`src/rtl/led_pkg.sv`:
```
// Shared encodings for the LED sequencer: host mode codes, FSM states and default timing.
package led_pkg;

  localparam logic [1:0] MODE_OFF   = 2'd0;
  localparam logic [1:0] MODE_SOLID = 2'd1;
  localparam logic [1:0] MODE_BLINK = 2'd2;
  localparam logic [1:0] MODE_BURST = 2'd3;

  // Half-period at 50 MHz for 1 Hz blinking.
  localparam int unsigned DEF_HALF_1HZ = 25000000;

  typedef enum logic [2:0] {
    StOff,
    StSolid,
    StBlink,
    StBurstOn,
    StBurstOff
  } led_state_e;

endpackage

```
`src/rtl/half_tick_gen.sv`:
```
// Free-running half-period counter with a registered single-cycle tick.
// wrap is the terminal-count strobe, so the sequencer can update on the same edge as tick.
module half_tick_gen
  import led_pkg::*;
#(
  parameter int unsigned DIV_W = 26
) (
  input  logic             clk_in,
  input  logic             rst,
  input  logic [DIV_W-1:0] half,
  input  logic             restart,
  output logic             wrap,
  output logic             tick
);

  logic [DIV_W-1:0] cnt_q, cnt_d;
  logic             tick_q, tick_d;

  always_comb begin
    wrap   = (cnt_q == (half - DIV_W'(1)));
    cnt_d  = cnt_q + DIV_W'(1);
    tick_d = 1'b0;
    if (restart) begin
      cnt_d = '0;
    end else if (wrap) begin
      cnt_d  = '0;
      tick_d = 1'b1;
    end
  end

  always_ff @(posedge clk_in or posedge rst) begin
    if (rst) begin
      cnt_q  <= '0;
      tick_q <= 1'b0;
    end else begin
      cnt_q  <= cnt_d;
      tick_q <= tick_d;
    end
  end

  assign tick = tick_q;

endmodule

```
`src/rtl/led_blink_ctrl.sv`:
```
// Programmable LED sequencer: OFF, SOLID, BLINK and one-shot BURST modes,
// configured over a valid/ready port and paced by half_tick_gen.
module led_blink_ctrl
  import led_pkg::*;
#(
  parameter int unsigned CLK_HZ   = 50000000,
  parameter int unsigned DIV_W    = 26,
  parameter int unsigned DEF_HALF = CLK_HZ / 2,
  parameter int unsigned BURST_W  = 4
) (
  input  logic               clk_in,
  input  logic               rst,
  input  logic               cfg_valid,
  output logic               cfg_ready,
  input  logic [1:0]         cfg_mode,
  input  logic [DIV_W-1:0]   cfg_half,
  input  logic [BURST_W-1:0] cfg_count,
  output logic               led,
  output logic               tick,
  output logic               busy
);

  led_state_e         state_q;
  logic [DIV_W-1:0]   half_q;
  logic [BURST_W-1:0] count_q;
  logic [BURST_W-1:0] pulse_q;
  logic               led_q;
  logic               busy_q;

  logic               accept;
  logic               wrap;
  logic [DIV_W-1:0]   half_sat;
  logic [BURST_W-1:0] count_sat;
  logic [BURST_W-1:0] pulse_inc;

  always_comb begin
    accept    = cfg_valid && !busy_q;
    half_sat  = (cfg_half == '0) ? DIV_W'(1) : cfg_half;
    count_sat = (cfg_count == '0) ? BURST_W'(1) : cfg_count;
    pulse_inc = pulse_q + BURST_W'(1);
  end

  // Restart on accept clears the counter and suppresses a coincident tick.
  half_tick_gen #(
    .DIV_W (DIV_W)
  ) u_half_tick_gen (
    .clk_in  (clk_in),
    .rst     (rst),
    .half    (half_q),
    .restart (accept),
    .wrap    (wrap),
    .tick    (tick)
  );

  always_ff @(posedge clk_in or posedge rst) begin
    if (rst) begin
      state_q <= StBlink;
      half_q  <= DIV_W'(DEF_HALF);
      count_q <= BURST_W'(1);
      pulse_q <= '0;
      led_q   <= 1'b0;
      busy_q  <= 1'b0;
    end else if (accept) begin
      half_q  <= half_sat;
      count_q <= count_sat;
      pulse_q <= '0;
      unique case (cfg_mode)
        MODE_OFF: begin
          state_q <= StOff;
          led_q   <= 1'b0;
          busy_q  <= 1'b0;
        end
        MODE_SOLID: begin
          state_q <= StSolid;
          led_q   <= 1'b1;
          busy_q  <= 1'b0;
        end
        MODE_BLINK: begin
          state_q <= StBlink;
          led_q   <= 1'b1;
          busy_q  <= 1'b0;
        end
        MODE_BURST: begin
          state_q <= StBurstOn;
          led_q   <= 1'b1;
          busy_q  <= 1'b1;
        end
      endcase
    end else if (wrap) begin
      unique case (state_q)
        StOff, StSolid: ;
        StBlink: led_q <= !led_q;
        StBurstOn: begin
          state_q <= StBurstOff;
          led_q   <= 1'b0;
        end
        StBurstOff: begin
          pulse_q <= pulse_inc;
          if (pulse_inc == count_q) begin
            state_q <= StOff;
            busy_q  <= 1'b0;
          end else begin
            state_q <= StBurstOn;
            led_q   <= 1'b1;
          end
        end
        default: begin
          state_q <= StOff;
          led_q   <= 1'b0;
          busy_q  <= 1'b0;
        end
      endcase
    end
  end

  assign cfg_ready = !busy_q;
  assign led       = led_q;
  assign busy      = busy_q;

endmodule

```
`config.mk`:
```
export PLATFORM = sky130hd
export DESIGN_NAME = led_blink_ctrl
export DESIGN_NICKNAME = d
export VERILOG_FILES = /design/src/rtl/led_pkg.sv /design/src/rtl/half_tick_gen.sv /design/src/rtl/led_blink_ctrl.sv
export SDC_FILE = /design/constraint.sdc
export NUM_CORES = 1
export LEC_CHECK = 0
export CELL_PAD_IN_SITES_DETAIL_PLACEMENT = 1
export CELL_PAD_IN_SITES_GLOBAL_PLACEMENT = 1
export CORE_ASPECT_RATIO = 0.75
export CORE_UTILIZATION = 31
export CTS_CLUSTER_DIAMETER = 60
export DETAILED_ROUTE_END_ITERATION = 10
export PLACE_DENSITY_LB_ADDON = 0.15
export SYNTH_ARGS = -nofsm -noshare
export SYNTH_HDL_FRONTEND = slang
export SYNTH_HIERARCHICAL = 1
export SYNTH_SLANG_ARGS = --single-unit
```
`constraint.sdc`:
```
create_clock -name clk_in -period 6.5 [get_ports clk_in]
set_input_delay 0.65 -clock clk_in [delete_from_list [all_inputs] [get_ports clk_in]]
set_output_delay 0.65 -clock clk_in [all_outputs]
set_load 0.1 [all_outputs]
```
==> impl_results.md, run 1 <==
- Status: complete, no violations
- Clk_lat worst skew: 340 ps
- Synth Area per Inst: around 8.6 um^2
- Sw Ratio: a little over a third
- Worst slew margin: between 20% and 30%
- Initial core utilization: between 30 and 40%
- Resized cells post-CTS: 0
- Multi-input logic area: between 2000 and 2500 um^2
- Met3 routed WL: between 300 and 400 um
- Sequential power share: about two fifths
- Max Clock Freq: ~280 MHz
- Die footprint: ~13000 um^2
- Top cells by area, synth: dfrtp_1 (32%), nand2_1 (9.8%), dfstp_2 (9.1%), xnor2_1 (7.8%), xor2_1 (6.3%)
- TNS Setup: 0 ps
- Reg area: 1670 um^2
- Clk pwr share: approximately 30%
- Nets: about 530
- Clk sinks: 66
- WL met1: roughly 5800 um
- RSZ-0062 raised after global routing: no
- Setup ws final: between 2000 and 3000 ps
- First-pass GRT wire length: roughly 19000 um
- Synth top area share: between 30% and 40%
- Die Span X: around 130 um
- Hold Fails Final Rpt: 0
- Final setup fails: 0
- Core Area: between 10000 and 15000 um^2
- Largest area contributor in the netlist: dfrtp_1
- Hold Crit Class: reg2reg
- Pre-CTS setup slack: 3030 ps
- Area post-placement: about 4500 um^2
- Input/output buffers: 38
- Layout Utilization: about two fifths
- I/O Pins: 39
- Actual slew at the worst max-slew pin: ~1100 ps
- Ys async rst share: 100%
- Logic gate share of total power: 29.6%
- Fin. max-slew vios: 0
- Number of synthesized flops with an enable pin: 0
- Power density over the cells: ~350 nW/um^2
- 1st-pass router iterations: 4
- Final period util: between 50% and 60%
- Antenna violations before repair: 0
- # Post-CTS Setup Buffers: 0
- Yosys warning count: 6
- Post-Layout Inst Area: 4820 um^2
- DRC violation count after routing: 0
- Share of cells above drive strength 1: 9.22%
- ANT cells: 0
- Pint: 1.10 mW
- Hold-fix buffers, CTS: 0
- Initial DRC count: around 100
- Synthesized cell area: about 4000 um^2
- Largest net degree at the start of global routing: 65
- Crit path launch type: flip-flop
- Vias: ~3300
- Num rows: 35
- Vias in the first global route: 3575
- Worst vdd ir: between 0.1 and 0.15 mV
- Leak Pwr: approximately 2.0 nW
- CTS Buffer Depth: 2
- Sw power: between 600 and 700 uW
- Synth Instances: roughly 470
- Post-layout min period: approximately 3500 ps
- Crit path kind: reg2reg
- FF+latch count, synth: 66
- H-tree Lvls: 3
- CP Capture Type: flip-flop
- GRT Total Usage: between 10% and 20%
- TritonCTS clock tree: done
- Sequential-to-total area share from yosys stat: between 40 and 50%
- Critical Path Fanout Max: 30
- Crit path DAT: between 3000 and 4000 ps
- Syn nets: just over 500
- Dpl hpwl: around 8000 um
- Netlist cell types: 55
- Maxcap violations: 0
- Gr ovfl total: 0
- Highest routed metal layer: met4
- ANT nets after route: 0
- WL final: about 11000 um
- Clock Tree Root: clkbuf_16
- Clock Pin Slew Worst Setup and Hold Paths: 60 ps
- Post-synth top flop: dfrtp_1
- Setup Skew: just under 7 ps
- Die height: 101 um
- Area grow syn2layout: 19.7%
- Drt via density: around 5.0
- Worst path required time: between 6000 and 7000 ps
- Metal2 WL: approximately 4800 um
- CTS buffer count: 9
- Routability cong.: slightly above 0.8
- Routed len/inst: between 15 and 20 um
- Layout filler cell count: around 1500
- Overall Power: 1.71 mW
-- through the flow --
stage,cells,hold WS (ps)
floorplan,467,438
global placement,649,453
detailed placement,649,469
CTS,665,477
global route,665,479
finish,665,471
-- critical path, stage by stage, from the launching register on --
cell,delay (ps)
dfrtp_1,470
or4_1,630
nor2_1,300
nand2_1,230
a2111oi_0,420
a31oi_1,80
a211oi_1,230
and4_1,320
buf_4,380
nand2_1,120
nand2_1,110
nor2_1,50
a21oi_1,110
-- cell usage in the layout, fill, tap and decap left out, drive strengths merged, types with 7 or more instances in the layout --
cell type and n:
a21oi 9, and3 7, clkbuf 12, clkdlybuf4s50 38, dfrtp 52, dfstp 14
inv 10, nand2 105, nand2b 9, nand3 18, nor2 26, nor3 40
nor4 11, o21ai 10, xnor2 36, xor2 29
-- area by class of cell --
cell class | instances | share of cell area, %
clock buffer | 12 | 5.32
clock inverter | 4 | 1.04
inverter | 10 | 0.779
multi-input combinational | 366 | 45.6
sequential | 66 | 34.6
tap | 166 | 4.31
timing repair buffer | 41 | 8.36
-- synth_stat cells, types with 3 or more instances --
cell	n
nand2_1	105
dfrtp_1	52
nor3_1	39
xnor2_1	36
xor2_1	29
nor2_1	26
nand3_1	18
clkbuf_1	16
dfstp_2	14
nor4_1	10
o21ai_0	10
a21oi_1	9
inv_1	9
nand2b_1	9
and3_1	7
nand3b_1	5
nand4_1	5
nor3b_1	5
a31oi_1	4
buf_2	4
mux2i_1	4
nor2b_1	4
buf_6	3
ha_1	3
or2_2	3
or4_4	3
-- cells by family (layout without fill, tap and decap cells) --
logic type	Yosys count	count (layout)	share of synthesized area [%]
AOI/OAI and AO/OA	39	39	6.40
xor gates and xnor gates	66	66	14.7
adders and majority gates	3	3	0.932
buffers and inverters	35	67	4.04
DFF	66	66	41.4
muxes	6	6	1.55
and+or+nand+nor	252	252	31.0
-- state kept, by name, indices dropped and copies added, names as in the netlist --
register / flops
half_q: 26
u_half_tick_gen/cnt_q: 26
led: 1
count_q: 4
busy: 1
state_q: 3
u_half_tick_gen/tick: 1
pulse_q: 4
-- routing by layer --
layer | vias to the layer above | track usage (%)
li1 | 1647 | -
met1 | 1623 | 25.2
met2 | 38 | 28.6
met3 | 8 | 3.87
met4 | 0 | 5.86
met5 | - | 0
-- worst paths after layout --
check	start	to	slack [ps]	depth (start not counted)
min in group asynchronous	rst	half_q[4]	800	3
worst max-delay path	half_q[3]	state_q[0]	2960	12
worst min register to register	count_q[0]	count_q[0]	470	2
worst max register to register	half_q[3]	state_q[0]	2960	12
worst min-delay path	count_q[0]	count_q[0]	470	2
max in group asynchronous	rst	u_half_tick_gen/cnt_q[25]	4950	2
-- power by group through the flow --
stage	clock network [mW]	registers, mW	logic [mW]
2_1_floorplan	0	0.647	0.407
3_3_place_gp	0	0.702	0.486
3_5_place_dp	0	0.706	0.504
4_1_cts	0.519	0.700	0.510
5_1_grt	0.532	0.724	0.570
6_report	0.504	0.697	0.504
(Power assumes the default switching activity.)
==> run 2: changes to the inputs <==
==> constraint.sdc (replaced) <==
create_clock -name clk_in -period 3.7 [get_ports clk_in]
set_input_delay 0.37 -clock clk_in [delete_from_list [all_inputs] [get_ports clk_in]]
set_output_delay 0.37 -clock clk_in [all_outputs]
set_load 0.1 [all_outputs]
==> run 2 against run 1 <==
Net effect: die area unchanged; routed wire length down 1.1%; cell count up 0.45%; sequential cell count unchanged; total power up 79%; utilization up 0.37 points; via count about the same; clock skew about the same; count of clock-buffer cells in the layout down 2; setup slack worse by 2700 ps; sequential power up 78%; sequential share of layout area down 0.33 points; largest cell class unchanged; highest routed layer unchanged.
==> impl_results.md, run 2 (synthesis gave the netlist of run 1 again) <==
- Status: complete, no violations
- Hold Crit Class: reg2reg
- Hold Fails Final Rpt: 0 (unchanged)
- Sequential power share: 40.5% (-0.4 points)
- GRT Total Usage: 17.6% (-0.65 points)
- Vias: 3314 (-0.060%)
- Power density over the cells: 628 nW/um^2 (+78%)
- Worst-path cell chain: or4_1, nand2b_1, nor2_1, mux2_2, a311oi_1, nor3_1, and4_2, and4bb_2, nand2b_1, xor2_1, nor2_1
- Flop-to-flop setup slack: 230 ps (-2740 ps)
- Vias in the first global route: 3476 (-2.8%)
- Crit path launch type: flip-flop
- Drt via density: 4.96 (-0.51%)
- Clk sinks: 66 (unchanged)
- FF-to-FF Start: half_q[3]
- Clock Tree Root: clkbuf_16
- Sw Ratio: 35.0% (-0.45 points)
- Resized cells post-CTS: 0 (unchanged)
- CTS Buffer Depth: 2 (unchanged)
- CTS buffer count: 9 (unchanged)
- Die Span X: 134 um (unchanged)
- ANT cells: 0 (unchanged)
- Die height: 101 um (unchanged)
- Sw power: 1.07 mW (+77%)
- RSZ-0062 raised after global routing: no
- First-pass GRT wire length: 18400 um (-2.5%)
- Worst vdd ir: 0.256 mV (+79%)
- Max Clock Freq: 288 MHz (+1.8%)
- Final setup fails: 0 (unchanged)
- Post-Layout Inst Area: 4870 um^2 (+0.96%)
- Core Area: 12500 um^2 (unchanged)
- Most common cell after layout, fill and taps aside: nand2_1
- Clock Pin Slew Worst Setup and Hold Paths: 60 ps (about the same)
- H-tree Lvls: 3 (unchanged)
- Hold path cells: 2 (unchanged)
- Input/output buffers: 38 (unchanged)
- TNS Setup: 0 ps (unchanged)
- Gr ovfl total: 0 (unchanged)
- Hold Slack: 473 ps (+1.36 ps)
- TritonCTS clock tree: done
- CP Buf/Inv Count: 0 (-1)
- WL final: 10900 um (-1.1%)
- FF-to-FF path depth: 11 (-1)
- Worst path required time: 3890 ps (-2870 ps)
- 1st-pass router iterations: 4 (unchanged)
- Share of cells above drive strength 1: 10.2% (+0.94 points)
- Area post-placement: 4540 um^2 (+0.50%)
- Pint: 1.99 mW (+81%)
- Worst slew margin: 28.6% (+2.7 points)
- Initial core utilization: 32.3% (unchanged)
- Area grow syn2layout: 20.8%
- Num rows: 35 (unchanged)
- Hold path endpoint: count_q[0]
- Most frequent cells in the layout: nand2_1 (105), dfrtp_1 (52), nor3_1 (39)
- Max incr delay on CP: 620 ps (about the same)
- Worst hold start: count_q[0]
- CP top delay family: simple AND/OR/NAND/NOR gates
- Setup Skew: 6.50 ps (-0.397 ps)
- Fin. max-slew vios: 0 (unchanged)
- Crit path from: half_q[3]
- Nets: 535 (+0.56%)
- Crit path kind: reg2reg
- Slowest cell on crit path: or4_1
- Crit path DAT: 3660 ps (-140 ps)
- Clk pwr share: 30.7% (+1.1 points)
- Layout Utilization: 39.0% (+0.37 points)
- Final period util: 93.9% (+39 points)
- Post-layout min period: 3470 ps (-62.1 ps)
- Routability cong.: 0.846 (+3.2%)
- Top Registers: half_q x26, u_half_tick_gen/cnt_q x26
- Critical Path Fanout Max: 11 (-63%)
- Hold-fix buffers, CTS: 0 (unchanged)
- Antenna violations before repair: 0 (unchanged)
- I/O Pins: 39 (unchanged)
- # Post-CTS Setup Buffers: 0 (unchanged)
- Leak Pwr: 2.04 nW (+1.5%)
- Dpl hpwl: 7890 um (-1.1%)
- CP Capture Type: flip-flop
- Actual slew at the worst max-slew pin: 1070 ps (-39.7 ps)
- Largest net degree at the start of global routing: 40 (-38%)
- Die footprint: 13500 um^2 (unchanged)
- Logic gate share of total power: 28.7% (-0.9 points)
- Reg-to-Reg End: pulse_q[3]
- Maxcap violations: 0 (unchanged)
- Clk_lat worst skew: 330 ps (about the same)
- Initial DRC count: 131 (+34%)
- ANT nets after route: 0 (unchanged)
- DRC violation count after routing: 0 (unchanged)
- Routed len/inst: 16.3 um (-1.5%)
-- run 2: worst max-delay path by stage --
stage	to	cells past startpoint	slack, ps
after CTS	pulse_q[3]	11	220
after global routing	pulse_q[3]	11	30
final	pulse_q[3]	11	230
after detailed placement	pulse_q[3]	11	250
after floorplan	pulse_q[3]	15	340
after global placement	pulse_q[3]	11	340
-- run 2: final cells by class --
| cell class | instances | area (um^2) |
|---|---|---|
| Inverter | 10 | 37.5 |
| Timing Repair Buffer | 44 | 425 |
| Clock inverter | 6 | 90.1 |
| Fill cell | 1476 | 7610 |
| Tap cell | 166 | 208 |
| Sequential cell | 66 | 1670 |
| Multi-Input combinational cell | 366 | 2200 |
| Clock buffer | 10 | 239 |
-- run 2: tightest hold or removal path, delay by kind of cell (launching register included) --
family,cells,cell delay [ps]
flip-flops,1,370
AND/OR/NAND/NOR,2,100
-- run 2: power by group through the flow --
stage | Sequential (mW) | Combinational [mW] | Clock, mW
after global routing | 1.28 | 1.00 | 0.985
final | 1.24 | 0.879 | 0.939
after detailed placement | 1.25 | 0.877 | 0
after global placement | 1.24 | 0.852 | 0
after CTS | 1.24 | 0.887 | 0.963
after floorplan | 1.14 | 0.715 | 0
-- run 2: metal layers --
layer	vias up	wire length [um]	part of all wire, %	track usage [%]
li1	1653	-	-	-
met1	1610	5820	53	25.1
met2	38	4700	43	27.1
met3	13	252	2.3	3.47
met4	0	135	1.2	4.90
met5	-	0	0	0
-- run 2: per-stage QoR --
| step | setup WS [ps] | total power, mW | instances |
|---|---|---|---|
| 2_1_floorplan | 344 | 1.85 | 467 |
| 3_3_place_gp | 337 | 2.09 | 652 |
| 3_5_place_dp | 249 | 2.13 | 652 |
| 4_1_cts | 225 | 3.09 | 668 |
| 5_1_grt | 33.6 | 3.27 | 668 |
| 6_report | 226 | 3.06 | 668 |
